--- config.mk ---
export PLATFORM = sky130hd
export DESIGN_NAME = l1_buf_capture_sequencer
export DESIGN_NICKNAME = d
export VERILOG_FILES = /design/src/rtl/l1_buf_capture_sequencer.sv
export SDC_FILE = /design/constraint.sdc
export NUM_CORES = 1
export LEC_CHECK = 0
export BUFFER_PORTS_ARGS = -buffer_cell sky130_fd_sc_hd__clkbuf_2
export CORE_AREA = 5 5 460 462
export DETAILED_ROUTE_END_ITERATION = 6
export DIE_AREA = 0 0 465 467
export GPL_TIMING_DRIVEN = 0
export SLEW_MARGIN = 5
export SYNTH_ARGS = -nofsm -noshare
export SYNTH_HDL_FRONTEND = slang
export SYNTH_SLANG_ARGS = --single-unit
--- constraint.sdc ---
create_clock -name aclk -period 5.8 [get_ports aclk]
set_input_delay 0.29 -clock aclk [delete_from_list [all_inputs] [get_ports aclk]]
set_output_delay 0.29 -clock aclk [all_outputs]
set_load 0.02 [all_outputs]
--- src/rtl/l1_buf_capture_sequencer.sv ---
// L1-triggered capture sequencer: waits for a masked beam trigger, streams len+1
// beats of one ADC channel over AXI4-Stream, then holds off before re-arming.
module l1_buf_capture_sequencer #(
  parameter int NBEAMS  = 2,
  parameter int NCHAN   = 8,
  parameter int HOLDOFF = 256
) (
  input  logic                  aclk,
  input  logic                  reset_i,
  input  logic [NCHAN*128-1:0]  dat_i,
  input  logic [NBEAMS-1:0]     trig_i,
  input  logic                  update_i,
  input  logic [2:0]            cfg_chan_i,
  input  logic [7:0]            cfg_len_i,
  input  logic [NBEAMS-1:0]     cfg_mask_i,
  input  logic                  cfg_autoscan_i,
  input  logic                  cfg_rearm_i,
  input  logic                  arm_i,
  output logic [127:0]          m_tdata,
  output logic                  m_tvalid,
  output logic                  m_tlast,
  input  logic                  m_tready,
  output logic                  busy_o,
  output logic                  done_o,
  output logic                  drop_o,
  output logic [NBEAMS-1:0]     trig_beam_o,
  output logic [2:0]            cur_chan_o
);

  localparam int HW = $clog2(HOLDOFF + 1);

  typedef enum logic [1:0] {
    S_IDLE,
    S_ARMED,
    S_CAPTURE,
    S_HOLDOFF
  } state_t;

  state_t              r_state;
  state_t              w_next;

  logic [2:0]          r_chan;
  logic [7:0]          r_len;
  logic [NBEAMS-1:0]   r_mask;
  logic                r_autoscan;
  logic                r_rearm;
  logic                r_pend;
  logic [7:0]          r_bcnt;
  logic [HW-1:0]       r_hcnt;
  logic [127:0]        r_tdata;
  logic                r_drop;
  logic [NBEAMS-1:0]   r_trigBeam;

  logic                w_hit;
  logic                w_lastBeat;
  logic                w_holdDone;
  logic [127:0]        w_chanBeat;

  assign w_hit      = |(trig_i & r_mask);
  assign w_lastBeat = (r_bcnt == r_len);
  assign w_holdDone = (r_hcnt == HW'(HOLDOFF - 1));
  assign w_chanBeat = dat_i[128*int'(r_chan) +: 128];

  always_ff @(posedge aclk or posedge reset_i) begin
    if (reset_i) r_state <= S_IDLE;
    else         r_state <= w_next;
  end

  always_comb begin
    w_next   = r_state;
    m_tvalid = 1'b0;
    m_tlast  = 1'b0;
    m_tdata  = '0;
    busy_o   = 1'b0;
    done_o   = 1'b0;
    case (r_state)
      S_IDLE:    if (arm_i) w_next = S_ARMED;
      S_ARMED:   if (w_hit) w_next = S_CAPTURE;
      S_CAPTURE: begin
        m_tvalid = 1'b1;
        m_tlast  = w_lastBeat;
        m_tdata  = r_tdata;
        busy_o   = 1'b1;
        if (w_lastBeat) w_next = S_HOLDOFF;
      end
      S_HOLDOFF: begin
        busy_o = 1'b1;
        done_o = (r_hcnt == '0);
        if (w_holdDone) w_next = r_rearm ? S_ARMED : S_IDLE;
      end
      default:   w_next = S_IDLE;
    endcase
  end

  // Config only changes in IDLE; requests made while busy are deferred until then.
  always_ff @(posedge aclk or posedge reset_i) begin
    if (reset_i) begin
      r_chan     <= 3'd0;
      r_len      <= 8'd63;
      r_mask     <= '1;
      r_autoscan <= 1'b0;
      r_rearm    <= 1'b0;
      r_pend     <= 1'b0;
    end else if (r_state == S_IDLE) begin
      if (update_i || r_pend) begin
        r_chan     <= cfg_chan_i;
        r_len      <= cfg_len_i;
        r_mask     <= cfg_mask_i;
        r_autoscan <= cfg_autoscan_i;
        r_rearm    <= cfg_rearm_i;
      end
      r_pend <= 1'b0;
    end else begin
      if (update_i) r_pend <= 1'b1;
      if (r_state == S_CAPTURE && w_lastBeat && r_autoscan)
        r_chan <= (r_chan == 3'(NCHAN - 1)) ? 3'd0 : r_chan + 3'd1;
    end
  end

  always_ff @(posedge aclk or posedge reset_i) begin
    if (reset_i) begin
      r_bcnt     <= '0;
      r_hcnt     <= '0;
      r_tdata    <= '0;
      r_drop     <= 1'b0;
      r_trigBeam <= '0;
    end else begin
      r_tdata <= w_chanBeat;
      r_bcnt  <= (r_state == S_CAPTURE && !w_lastBeat) ? r_bcnt + 8'd1 : 8'd0;
      r_hcnt  <= (r_state == S_HOLDOFF && !w_holdDone) ? r_hcnt + HW'(1) : '0;
      // Beats are never stalled; a refused beat is lost and flagged until re-armed from IDLE.
      if (r_state == S_IDLE && arm_i)
        r_drop <= 1'b0;
      else if (r_state == S_CAPTURE && !m_tready)
        r_drop <= 1'b1;
      if (r_state == S_ARMED && w_hit)
        r_trigBeam <= trig_i & r_mask;
    end
  end

  assign drop_o      = r_drop;
  assign trig_beam_o = r_trigBeam;
  assign cur_chan_o  = r_chan;

endmodule

==> results.cfg <==
[run_status]
run_status = complete, no violations

[power]
power_density_mw_per_mm2 = 134.3
cellLeakagePower_nw = 10.51
worst_ir_drop_on_vdd_uv = 148.5

[final_layout]
filler_cell_count = 23600
utilization_pct = 11.83
final_cell_area_sq_mm = 0.02444
nets_finish = 3175
drive_gt1_share_pct = 73.91
synthToLayoutAreaGrowth_pct = 74.84
final_std_cells_w_o_fill = 4918

[global_route]
number_of_global_route_vias_before_repair = 16420
grt_max_degree = 84
number_of_antenna_violations_at_the_first_check_in_global_routing = 231
gr-usage-all-layers_pct = 16.16
grt_remaining_overflow = 0
first_pass_grt_wire_length_um = 214700

[clocking]
worst_skew_pair_later_pin_latency_ns = 0.57
cts.reportedPaths.clkPinSlew_ns = 0.10
ctsRootBufferMaster = sky130_fd_sc_hd__clkbuf_16
cts_made_buffers = 17
cts.sink_count = 166
cts-htree-levels = 4
cts_max_path_buffers = 2
tritoncts_clock_tree = built
ctsResizeCount = 0

[critical_path]
rr_endpoint = r_tdata[50]
timing_worst_setup_path_type = register to primary output
path_buf_inv = 5
cp_top_family = buffers and inverters
cp_common_cell = sky130_fd_sc_hd__clkbuf_2
timing.critical_path.from = r_state[0]
crit_path_end_kind = primary output
r2r-start = cur_chan_o[1]
reg2reg_depth = 5
setup.worst_path.start_class = register
worstSetupEndpoint = m_tdata[105]
critPathMaxFanout = 10
timing.critical_path.required_ns = 5.51
slowest_delay_ns = 0.67
crit_cells = 7
regToRegSetupSlack_ns = 2.41
critPathSlowestCell = sky130_fd_sc_hd__ha_1
path_cells = inv_1 > ha_1 > clkbuf_2 > buf_16 > clkbuf_1 > and2_1 > clkbuf_2
worstPathArrival_ns = 3.71

[floorplanning]
floorplan.io_pins = 1184
fp.dieArea_sq_mm = 0.2172
floorplan.initialDensity_pct = 6.765
std_cell_rows = 167
placeable_core_region_sq_mm = 0.2067
die_width_um = 465
chipHeight_um = 467

[logic_synthesis]
synthesis.area_per_instance_sq_um = 15.67
synth.yosys.seq_area_share_pct = 29.79
synth.mux.area_fraction_pct = 55.63
yosys.area_share.adder_pct = 0.9845
post_synth_num_cell_types = 35
parity_gate_share_of_the_synthesized_area_counting_xor_and_xnor_cells_pct = 1.128
synth_top_family_by_area = multiplexers
synthesis.nets = 1949
yosys.area_share.simple_pct = 7.420
synth_compound_area_share_pct = 0.7876
post_synth_inst_count = 892
flops_latches_synth = 166
yosys_warnings = 0
syn_area_sq_mm = 0.01398

[routing]
routed_wl_um = 182400
num_vias = 15830
route.detailed.wl_per_inst_um = 37.08
first_pass_iters = 5
viasPerCell = 3.219
detail-route-antenna-nets = 0
drt_drc_violations_left = 0
dr.first_iter.drc_count = 1178

[placed_design]
finalWeightedCongestion = 0.9750
io_buffers = 1183
dp.cells = 4784
post_dp_hpwl_um = 165900
placed_inst_area_sq_mm = 0.02342
dpl_worst_slack_ns = 2.103

[min_path]
hold_class = input port to register

[timing]
slew_headroom_pct = 8.435
achievable-frequency_mhz = 249.8
setup_ws_ns = 1.797
period_share_pct = 69.01
setup_viol = 0
skew_ns = 0.02087
worst_hold_slack_ns = 0.09567
finalHoldViolations = 0
final.min_clock_period_ns = 4.003
timing_max_transition_violations_final = 0
rsz0062_at_grt = false
tightest_slew_ns = 1.373

[job]
drv_cap = 0
what timing repair did:
action                                 4_1_cts  5_1_grt
setup buffers                                0        0
endpoints found under the hold margin      174        1
hold buffers                                18        1
worst min path at each step:
stage                             start             to  depth (start not counted)
after global routing      cfg_chan_i[2]  cur_chan_o[2]                          3
after floorplan                   arm_i         drop_o                          1
after detailed placement        reset_i   r_tdata[108]                          2
after CTS                         arm_i         drop_o                          2
final                     cfg_chan_i[2]  cur_chan_o[2]                          3
after global placement           r_pend         r_pend                          2
cell families after synthesis:
group,count (synthesis)
xor+xnor,18
simple gates,178
flops,166
mux,401
buf+inv,100
fa+ha+maj,11
compound gates,18
cell type report:
type	instances	area, sq um	share of cell area, %
diodes	83	207.7	0.8498
plain buffers	90	566.8	2.319
clock buffers	17	425.4	1.740
clock inverters	15	196.4	0.8037
inverters	10	45.04	0.1843
multi-input cells	626	9220	37.72
flip-flops and latches	166	4164	17.04
well taps	2704	3383	13.84
repair buffers	1207	6233	25.50
power by group:
part	internal, mW	total [mW]	switching [mW]	leakage (nW)
logic	0.407	0.719	0.312	8.25
clock network	0.589	1.34	0.755	0.299
registers	1.20	1.22	0.0195	1.96
total	2.20	3.28	1.09	10.5
layout by cell type (no fill, tap or decap), types with 3 or more instances in the layout:
| master | count |
|---|---|
| sky130_fd_sc_hd__mux4_2 | 155 |
| sky130_fd_sc_hd__clkbuf_16 | 17 |
| sky130_fd_sc_hd__mux2_2 | 145 |
| sky130_fd_sc_hd__inv_8 | 3 |
| sky130_fd_sc_hd__inv_6 | 3 |
| sky130_fd_sc_hd__diode_2 | 83 |
| sky130_fd_sc_hd__dfstp_2 | 8 |
| sky130_fd_sc_hd__ha_1 | 11 |
| sky130_fd_sc_hd__mux4_1 | 101 |
| sky130_fd_sc_hd__buf_8 | 3 |
| sky130_fd_sc_hd__clkinv_8 | 7 |
| sky130_fd_sc_hd__dfrtp_1 | 158 |
| sky130_fd_sc_hd__dlygate4sd3_1 | 19 |
| sky130_fd_sc_hd__buf_2 | 12 |
| sky130_fd_sc_hd__buf_1 | 12 |
| sky130_fd_sc_hd__xnor2_1 | 13 |
| sky130_fd_sc_hd__nor2_1 | 20 |
| sky130_fd_sc_hd__inv_1 | 9 |
| sky130_fd_sc_hd__o21ai_0 | 5 |
| sky130_fd_sc_hd__clkbuf_2 | 1189 |
| sky130_fd_sc_hd__and2_1 | 129 |
| sky130_fd_sc_hd__xor2_1 | 5 |
| sky130_fd_sc_hd__nand2_1 | 8 |
| sky130_fd_sc_hd__clkbuf_1 | 34 |
| sky130_fd_sc_hd__buf_6 | 23 |
| sky130_fd_sc_hd__nand3_1 | 8 |
| sky130_fd_sc_hd__a21oi_1 | 6 |
| sky130_fd_sc_hd__and3_1 | 4 |
| sky130_fd_sc_hd__buf_16 | 3 |
cells in the mapped netlist (all sizes together):
master	count	area, sq um
a211oi	1	7.510
a21boi	1	7.510
a21oi	6	30.03
a22oi	1	7.510
a31o	1	8.760
a32oi	1	8.760
and2	129	807.0
and3	4	25.02
buf	51	411.6
clkbuf	39	146.4
dfrtp	158	3954
dfstp	8	210.2
ha	11	137.6
inv	10	37.54
mux2	145	1633
mux4	256	6145
nand2	8	30.03
nand2b	1	6.260
nand3	8	40.04
nand3b	1	7.510
nand4	2	12.51
nor2	20	75.07
nor4	1	6.260
nor4b	1	8.760
o211ai	1	7.510
o21ai	5	25.02
o31ai	1	7.510
or2	1	6.260
or3	2	12.51
xnor2	13	113.9
xor2	5	43.79
worst reg2reg max path, cell delays in order, from the launching register on:
cell and delay (ns):
sky130_fd_sc_hd__dfrtp_1 0.40, sky130_fd_sc_hd__buf_2 0.17, sky130_fd_sc_hd__buf_2 0.56, sky130_fd_sc_hd__buf_1 1.08, sky130_fd_sc_hd__mux4_1 0.69, sky130_fd_sc_hd__mux2_2 0.38
metrics by stage:
stage,TNS (ns),total power [mW]
finish,0,3.283
detailed placement,0,1.966
CTS,0,3.423
global route,0,3.471
global placement,-436.02,1.944
floorplan,0,1.413
state kept, by name (all words and copies together), names as in the netlist, 2 cells and up:
register / flops
r_tdata: 128
r_hcnt: 9
r_bcnt: 8
r_len: 8
cur_chan_o: 3
r_mask: 2
r_state: 2
trig_beam_o: 2
layer usage:
metal | vias up | GRT usage [%] | wire (um)
met5 | - | 0 | 881
met3 | 370 | 9.288 | 24690
li1 | 6237 | - | -
met1 | 7721 | 18.19 | 68260
met4 | 138 | 6.224 | 7816
met2 | 1366 | 25.28 | 80730
(Power assumes the default switching activity.)
